File: config.mk
export PLATFORM = sky130hd
export DESIGN_NAME = edge_event_monitor
export DESIGN_NICKNAME = d
export VERILOG_FILES = /design/src/rtl/edge_mon_pkg.sv /design/src/rtl/sat_counter.sv /design/src/rtl/edge_event_monitor.sv
export SDC_FILE = /design/constraint.sdc
export NUM_CORES = 1
export LEC_CHECK = 0
export CORE_AREA = 2 2 59 84
export DETAILED_ROUTE_END_ITERATION = 10
export DIE_AREA = 0 0 61 86
export PLACE_DENSITY = 0.75
export SLEW_MARGIN = 30
export SYNTH_ARGS = -nofsm -noshare
export SYNTH_HDL_FRONTEND = slang
export SYNTH_HIERARCHICAL = 1
export SYNTH_SLANG_ARGS = --single-unit
File: constraint.sdc
create_clock -name clk -period 6.3 [get_ports clk]
set_input_delay 1.26 -clock clk [delete_from_list [all_inputs] [get_ports clk]]
set_output_delay 1.26 -clock clk [all_outputs]
set_load 0.05 [all_outputs]
File: src/rtl/edge_mon_pkg.sv
`default_nettype none
// ============================================================================
// Module   : edge_mon_pkg
// Purpose  : Shared FSM state encoding and default counter width for the
//            edge event monitor.
// Revision : 1.0 - initial release
// ============================================================================
package edge_mon_pkg;

    typedef enum logic [1:0] {
        IDLE  = 2'd0,
        PRIME = 2'd1,
        RUN   = 2'd2
    } mon_state_e;

    localparam int DEFAULT_CNT_W = 16;

endpackage
`default_nettype wire

File: src/rtl/sat_counter.sv
`default_nettype none
// ============================================================================
// Module   : sat_counter
// Purpose  : Up-counter that sticks at all-ones; clear wins over increment.
// Revision : 1.0 - initial release
// ============================================================================
module sat_counter
    import edge_mon_pkg::*;
#(
    parameter int CNT_W = DEFAULT_CNT_W
) (
    input  logic             clk,
    input  logic             rst,
    input  logic             inc,
    input  logic             clr,
    output logic [CNT_W-1:0] count,
    output logic             at_max
);

    logic [CNT_W-1:0] count_q;
    logic [CNT_W-1:0] count_d;

    always_comb begin
        count_d = count_q;
        if (clr) begin
            count_d = '0;
        end else if (inc && !(&count_q)) begin
            count_d = count_q + CNT_W'(1);
        end
    end

    always_ff @(posedge clk) begin
        if (rst) begin
            count_q <= '0;
        end else begin
            count_q <= count_d;
        end
    end

    assign count  = count_q;
    assign at_max = &count_q;

endmodule
`default_nettype wire

File: src/rtl/edge_event_monitor.sv
`default_nettype none
// ============================================================================
// Module   : edge_event_monitor
// Purpose  : Registered edge detector with sample history, IDLE/PRIME/RUN
//            gating and saturating rise / no-rise event counters.
// Revision : 1.0 - initial release
// ============================================================================
module edge_event_monitor
    import edge_mon_pkg::*;
#(
    parameter int DEPTH = 4,
    parameter int CNT_W = DEFAULT_CNT_W
) (
    input  logic             clk,
    input  logic             rst,
    input  logic             a_in,
    input  logic             en,
    input  logic             clr,
    output logic             rose_o,
    output logic             fell_o,
    output logic             stable_o,
    output logic [DEPTH-1:0] past_o,
    output logic [CNT_W-1:0] rise_cnt,
    output logic [CNT_W-1:0] miss_cnt,
    output logic             sat_o
);

    mon_state_e       state_q;
    mon_state_e       state_d;
    logic             a_q;
    logic             a_d;
    logic [DEPTH-1:0] past_q;
    logic [DEPTH-1:0] past_d;
    logic             sat_q;
    logic             sat_d;

    logic             w_run;
    logic             w_rise_inc;
    logic             w_miss_inc;
    logic             w_rise_at_max;
    logic             w_miss_at_max;

    always_comb begin
        state_d = state_q;
        case (state_q)
            IDLE:    if (en) state_d = PRIME;
            PRIME:   if (en) state_d = RUN;
            RUN:     state_d = RUN;
            default: state_d = IDLE;
        endcase
        if (!en) begin
            state_d = IDLE;
        end
    end

    // History runs in every state so the reference sample is ready on entry to RUN.
    always_comb begin
        a_d    = a_in;
        past_d = {past_q[DEPTH-2:0], a_q};
    end

    always_comb begin
        w_run      = (state_q == RUN);
        rose_o     = w_run &  a_q & ~past_q[0];
        fell_o     = w_run & ~a_q &  past_q[0];
        stable_o   = w_run & ~(rose_o | fell_o);
        w_rise_inc = rose_o;
        w_miss_inc = w_run & ~rose_o;
    end

    // Counter all-ones is reflected at once; sat_q keeps it after the counter is cleared only by clr.
    always_comb begin
        sat_d = clr ? 1'b0 : (sat_q | w_rise_at_max | w_miss_at_max);
        sat_o = sat_q | w_rise_at_max | w_miss_at_max;
    end

    always_ff @(posedge clk) begin
        if (rst) begin
            state_q <= IDLE;
            a_q     <= 1'b0;
            past_q  <= '0;
            sat_q   <= 1'b0;
        end else begin
            state_q <= state_d;
            a_q     <= a_d;
            past_q  <= past_d;
            sat_q   <= sat_d;
        end
    end

    assign past_o = past_q;

    sat_counter #(
        .CNT_W (CNT_W)
    ) u_rise_cnt (
        .clk    (clk),
        .rst    (rst),
        .inc    (w_rise_inc),
        .clr    (clr),
        .count  (rise_cnt),
        .at_max (w_rise_at_max)
    );

    sat_counter #(
        .CNT_W (CNT_W)
    ) u_miss_cnt (
        .clk    (clk),
        .rst    (rst),
        .inc    (w_miss_inc),
        .clr    (clr),
        .count  (miss_cnt),
        .at_max (w_miss_at_max)
    );

endmodule
`default_nettype wire

## After elaboration in Yosys (flattened, before gate mapping)

Index checks and enable logic that the tools add are counted.

- $add $sub $neg: 2
- Equality and inequality tests: 2
- Muxes and demuxes: 1
- Bitwise gates (word level): 14
- Reductions and logical operators: 10

Operators with widths:

| cell | number |
|---|---|
| 16-bit by 1-bit adder with 16-bit output (second input constant) | 2 |
| 16-bit AND reduction | 2 |
| 1-bit bitwise AND | 6 |
| 2-bit OR reduction | 3 |
| 1-bit inverter | 5 |
| 2-bit one-hot mux with 2 select lines | 1 |
| 1-bit OR | 3 |
| 2-bit by 1-bit == test with 1-bit output (second input constant) | 1 |
| 2-bit == test (second input constant) | 1 |
| 1-bit logical AND | 2 |
| 1-bit zero test | 2 |
| 2-bit zero test | 1 |

- Bits in registers: 40
- Input port bits: 5
- Output and inout bits: 40

## Depth between registers and ports, before layout

Gate-level depths: netlist of the first run.

- Word-level depth: 6
- Depth in mapped cells: 8
- Mapped depth without buffers: 7

## Hierarchy

The synthesis of the first run kept the hierarchy.

Modules (own cells, without submodules):

| module | instances | cells an instance | area an instance (µm²) | sequential area each (µm²) |
|---|---|---|---|---|
| sat_counter | 2 | 97 | 830.8 | 320.3 |
| edge_event_monitor | 1 | 27 | 297.8 | 160.2 |

## Worst setup path before layout of the first run

OpenSTA, ideal clock, no wires.

- Path type: reg2out
- Start: register u_rise_cnt.count_q[0] (netlist: u_rise_cnt/count[0])
- End: output port sat_o
- Arrival: 1984 ps
- Required time: 5040 ps
- Path slack: 3056 ps
- Cell stages (with the launch flop): 5
- Buffers on the path: 0
- Cell sequence: dfxtp_1 ha_1 nand4_1 nor4_2 or3_4

- Longest elaborated chain between the ends: 3

RTL lines:

| what | RTL line | RTL |
|---|---|---|
| start: declaration | sat_counter.sv:20 | `logic [CNT_W-1:0] count_q;` |
| start signal: assignment | sat_counter.sv:36 | `count_q <= count_d;` |
| 16-bit AND reduction | sat_counter.sv:41 | `assign at_max = &count_q;` |
| named net w_rise_at_max | edge_event_monitor.sv:40 | `logic w_rise_at_max;` |
| 1-bit OR (2 in series) | edge_event_monitor.sv:74 | `sat_o = sat_q \| w_rise_at_max \| w_miss_at_max;` |
| end: declaration | edge_event_monitor.sv:25 | `output logic sat_o` |

The timed path passes the listed nets, and every way through them passes these cells.

## Worst setup path after layout of the first run

- Start: register u_miss_cnt.count_q[0] (netlist: u_miss_cnt/count[0])
- End: output port sat_o

- Longest elaborated chain between the ends: 2

RTL lines:

| what | RTL line | RTL |
|---|---|---|
| start: declaration | sat_counter.sv:20 |  |
| start signal: assignment | sat_counter.sv:36 |  |
| 16-bit AND reduction | sat_counter.sv:41 |  |
| named net w_miss_at_max | edge_event_monitor.sv:41 | `logic w_miss_at_max;` |
| 1-bit OR | edge_event_monitor.sv:74 |  |

The timed path passes the listed nets, and every way through them passes these cells.

==> results.json, run 1 <==
{
  "syn-num-nets": 230,
  "avgRoutedWirePerCell_um": 13.27,
  "fill_cells": 397,
  "end_kind": "output port",
  "min_period_ns": 4.085,
  "p_leak_nw": 0.8177,
  "ir_worst_vdd_v": 0.0001545,
  "io_pins": 45,
  "cts.path.max_buffers": 2,
  "die_h_um": 86,
  "clock_latency_ns": 0.30,
  "ys_warn_count": 6,
  "htree_levels": 2,
  "ys_seq_area_share_pct": 40.87,
  "cts_root_buf": "clkbuf_8",
  "diodes": 0,
  "antenna_found_initial": 0,
  "row_count": 29,
  "grt_pass1_vias": 1730,
  "cpMaxStageDelayCell": "clkdlybuf4s50_1",
  "power_density_mw_per_mm2": 218.1,
  "design_power_total_mw": 0.5647,
  "tightestPinTransition_ns": 0.8284,
  "post-route-period-util_pct": 64.84,
  "cts_setup_buffers": 0,
  "drive_gt1_share_pct": 7.116,
  "postCtsHoldBufs": 0,
  "fmax_mhz": 244.8,
  "firstDrtPassIters": 4,
  "areaGrowthSynthToFinish_pct": 32.12,
  "num-nets-final": 275,
  "syn_area_mm2": 0.001959,
  "max_stage_delay_ns": 0.79,
  "gr-total-overflow": 0,
  "cts_buffers": 5,
  "routed_wirelength_um": 4367,
  "grt_use_total_pct": 18.34,
  "cts_tree": "done",
  "hpwl_um": 3196,
  "drc_errors": 0,
  "die_w_um": 61,
  "cts_num_sinks": 40,
  "antenna_left": 0,
  "die_area_mm2": 0.005246,
  "skew_ns": 0.01296,
  "yosys_register_bits": 40,
  "drv_cap": 0,
  "synth_area_per_cell_um2": 8.866,
  "first_iter_violations": 89,
  "cp_max_fo": 7,
  "routed-via-count": 1838,
  "final-hold-violation-count": 0,
  "regArea_um2": 800.8,
  "multiInputGateArea_mm2": 0.001077,
  "drv_slew": 0,
  "syn_inst": 221,
  "finalSetupTns_ns": 0,
  "status": "finished clean",
  "grt_max_degree": 15,
  "io_buffer_count": 44,
  "start_util_pct": 43.90,
  "critPathLaunchType": "flop",
  "arrival_ns": 2.82,
  "routabilityCongestion": 0.8323,
  "vias_per_cell": 5.587,
  "grt_pass1_wl_um": 7514,
  "post-route-util_pct": 58.00,
  "path_cells": "ha_1 > nand4_1 > nor4_2 > or3_4 > clkdlybuf4s50_1",
  "cts_resized": 0,
  "critPathRequiredTime_ns": 5.04,
  "setup_viol": 0,
  "core-area_mm2": 0.004463,
  "min_path_type": "reg2reg",
  "clk_pin_slew_ns": 0.08,
  "path_class": "reg2out",
  "rsz0062_at_grt": "false",
  "synth.distinct_cells": 36,
  "relSlewSlack_pct": 44.28
}
registers in the layout, indices dropped and copies added, names as in the netlist:
signal	flops
a_q	1
past_o	4
sat_q	1
state_q	2
u_miss_cnt/count	16
u_rise_cnt/count	16
path summary, 6_finish.rpt:
kind / start / end / slack [ns] / cells after the start
hold / removal: past_o[1]$_SDFF_PP0_ / past_o[2]$_SDFF_PP0_ / 0.47 / 1
setup reg to reg: state_q[0]$_SDFF_PP0_ / u_miss_cnt/count[15]$_SDFFE_PP0P_ / 3.59 / 7
setup / recovery: u_miss_cnt/count[0]$_SDFFE_PP0P_ / sat_o / 2.22 / 5
hold reg to reg: past_o[1]$_SDFF_PP0_ / past_o[2]$_SDFF_PP0_ / 0.47 / 1
cell families (layout without fill, tap and decap cells):
group / count (synthesis) / after routing / share of synthesized area (%)
buf+inv: 15 / 61 / 4.151
simple gates: 108 / 108 / 31.67
xor+xnor: 5 / 5 / 2.235
compound gates: 47 / 47 / 17.50
flops: 40 / 40 / 40.87
mux: 2 / 2 / 1.022
fa+ha+maj: 4 / 4 / 2.554
power by group:
part           internal [mW]  switching, mW  leakage [nW]  total, mW
Combinational        0.00737         0.0125         0.416     0.0199
Sequential             0.254        0.00113         0.323      0.255
Clock                  0.198         0.0912        0.0784      0.289
worst max-delay path: cells and delay by family (launching register included):
family	cells	cell delay [ns]
and+or+nand+nor	3	1.11
buffers and inverters	1	0.79
DFF	1	0.42
adders and majority gates	1	0.22
cell type report:
cell class,count,share of cell area (%)
clock inverter,3,3.480
clock buffer,5,2.658
tap,62,2.997
sequential,40,30.93
inverter,9,1.305
multi-input combinational,166,41.61
timing repair buffer,44,17.01
stage by stage:
| stage | worst slack (ns) | cell area, um2 | instances | hold slack [ns] |
|---|---|---|---|---|
| floorplan | 3.056 | 1959 | 221 | 0.4875 |
| global placement | 2.594 | 2430 | 321 | 0.4477 |
| detailed placement | 2.510 | 2430 | 321 | 0.4558 |
| CTS | 2.192 | 2589 | 329 | 0.4716 |
| global route | 1.981 | 2589 | 329 | 0.4890 |
| finish | 2.215 | 2589 | 329 | 0.4690 |
routing by layer:
| layer | track usage, % | part of all wire [%] |
|---|---|---|
| met4 | 7.510 | 1.4 |
| met5 | 0 | 0 |
| met2 | 31.09 | 50 |
| met3 | 3.167 | 4.2 |
| met1 | 22.24 | 44 |
synthesized netlist by cell type:
cell,instances,area (um2)
nor4_1,2,12.51
nor4_2,2,25.02
nand2_1,16,60.06
nor2_1,17,63.81
o31ai_1,8,60.06
and3_1,5,31.28
or4_1,8,60.06
and2_1,1,6.260
clkbuf_8,2,27.53
or2_2,4,25.02
nand3_1,10,50.05
nor3b_1,2,15.01
ha_1,4,50.05
o41ai_1,2,17.52
a311oi_1,2,17.52
a21boi_0,1,7.510
a31oi_1,2,12.51
a41o_1,2,20.02
nor2b_1,4,25.02
a21oi_1,14,70.07
nor3_1,6,30.03
o311ai_0,2,17.52
clkbuf_2,4,20.02
or3_4,1,11.26
dfxtp_1,40,800.8
o21ai_0,10,50.05
xnor2_1,3,26.28
a211oi_1,2,15.01
nand4_1,14,87.58
inv_1,9,33.78
and3b_1,4,35.03
o41ai_4,2,55.05
and4_2,2,20.02
mux2i_1,2,20.02
or3_1,10,62.56
xor2_1,2,17.52
cell usage in the layout, fill, tap and decap left out, types with 5 or more instances in the layout:
cell type        count
clkdlybuf4s50_1     44
dfxtp_1             40
nor2_1              17
nand2_1             16
nand4_1             14
a21oi_1             14
nand3_1             10
o21ai_0             10
or3_1               10
inv_1                9
o31ai_1              8
or4_1                8
nor3_1               6
and3_1               5
clkbuf_8             5
No activity file was read; power rests on OpenSTA's default activity.
==> run 2: changes to the inputs <==
- clock period: 6.3 -> 4.05 ns (I/O delays scaled with it)
==> results.json, run 2 (synthesis gave the netlist of run 1 again) <==
{
  "status": "finished clean",
  "gr-total-overflow": 0,
  "row_count": 29,
  "power_density_mw_per_mm2": 281.8,
  "p_seq_share_pct": 55.7,
  "timing.hold.ws_ns": 0.4670,
  "grt_pass1_wl_um": 7700,
  "cts_num_sinks": 40,
  "cts_resized": 0,
  "design_power_total_mw": 0.7139,
  "drv_cap": 0,
  "drive_gt1_share_pct": 7.116,
  "cp_max_fo": 7,
  "grt_max_degree": 15,
  "min_path_type": "reg2reg",
  "drv_slew": 0,
  "post-route-util_pct": 56.77,
  "post_dp_cell_area_mm2": 0.002437,
  "grt_use_total_pct": 18.74,
  "p_int_mw": 0.5591,
  "core-area_mm2": 0.004463,
  "instances_no_fill": 329,
  "r2r-start": "state_q[0]$_SDFF_PP0_",
  "power_frac_comb_pct": 4.4,
  "routed-via-count": 1834,
  "firstDrtPassIters": 4,
  "clk_pin_slew_ns": 0.07,
  "fin_area_mm2": 0.002534,
  "avgRoutedWirePerCell_um": 13.22,
  "vias_per_cell": 5.574,
  "final_cell_mix": "clkdlybuf4s50_1, dfxtp_1, nor2_1",
  "hpwl_um": 3156,
  "routabilityCongestion": 0.8329,
  "p_switching_mw": 0.1548,
  "cts_setup_buffers": 0,
  "areaGrowthSynthToFinish_pct": 29.31,
  "cts_tree": "done",
  "htree_levels": 2,
  "num-nets-final": 276,
  "arrival_ns": 2.83,
  "postCtsHoldBufs": 0,
  "die_area_mm2": 0.005246,
  "final-hold-violation-count": 0,
  "ff2ff_setup_slack_ns": 1.70,
  "first_iter_violations": 85,
  "clkPwrFrac_pct": 40.0,
  "rsz0062_at_grt": "false",
  "min_from": "past_o[2]$_SDFF_PP0_",
  "critPathLaunchType": "flop",
  "diodes": 0,
  "finalSetupTns_ns": 0,
  "die_w_um": 61,
  "antenna_left": 0,
  "pre_cts_ws_ns": 0.6934,
  "io_buffer_count": 44,
  "path_class": "reg2out",
  "dp.cells": 322,
  "skew_ns": 0.006054,
  "setup_viol": 0,
  "die_h_um": 86,
  "p_leak_nw": 0.7951,
  "relSlewSlack_pct": 56.22,
  "min_period_ns": 3.642,
  "drc_errors": 0,
  "ir_worst_vdd_v": 0.0002260,
  "worstSetupStartpoint": "u_miss_cnt/count[0]$_SDFFE_PP0P_",
  "start_util_pct": 43.90,
  "cts.path.max_buffers": 2,
  "critPathRequiredTime_ns": 3.24,
  "cts_root_buf": "clkbuf_8",
  "grt_pass1_vias": 1801,
  "antenna_found_initial": 0,
  "post-route-period-util_pct": 89.92,
  "fmax_mhz": 274.6,
  "worst_slack_ns": 0.4083,
  "layout_commonest_cell": "clkdlybuf4s50_1",
  "clock_latency_ns": 0.29,
  "cts_buffers": 5,
  "tightestPinTransition_ns": 0.6524,
  "routed_wirelength_um": 4348,
  "end_kind": "output port",
  "switching_share_pct": 21.68,
  "io_pins": 45
}
## run 2: changes by cell type in the layout (fill, tap and decap cells not counted)
cell,delta
clkbuf_8,+2
buf_4,+1
bufinv_16,-3
## run 2: final timing paths
path	end	cells past startpoint
max	sat_o	5
min	past_o[3]$_SDFF_PP0_	1
max reg2reg	u_rise_cnt/count[15]$_SDFFE_PP0P_	7
min reg2reg	past_o[3]$_SDFF_PP0_	1
## run 2: power groups by stage
stage / sequential [mW] / clock [mW] / combinational (mW)
final: 0.397 / 0.285 / 0.0314
after global routing: 0.398 / 0.306 / 0.0345
after CTS: 0.397 / 0.297 / 0.0315
after detailed placement: 0.407 / 0 / 0.0315
after global placement: 0.406 / 0 / 0.0313
after floorplan: 0.410 / 0 / 0.0164
## run 2: cell type report
cell class / instances / area [um2]
inverter: 9 / 33.78
sequential: 40 / 800.8
fill: 427 / 1929
clock buffer: 7 / 96.34
tap: 62 / 77.57
timing repair buffer: 45 / 447.9
multi-input combinational: 166 / 1077
## run 2: per-layer routing
| metal | track usage (%) | vias up | wire (um) |
|---|---|---|---|
| li1 | - | 926 | - |
| met1 | 21.81 | 849 | 1939 |
| met2 | 30.79 | 44 | 2066 |
| met3 | 4.676 | 15 | 199 |
| met4 | 9.684 | 0 | 142 |
| met5 | 0 | - | 0 |
## run 2: worst max-delay path: stages, from the launching register on
cell             delay (ns)
dfxtp_1                0.41
ha_1                   0.23
nand4_1                0.33
nor4_2                 0.57
or3_4                  0.21
clkdlybuf4s50_1        0.79
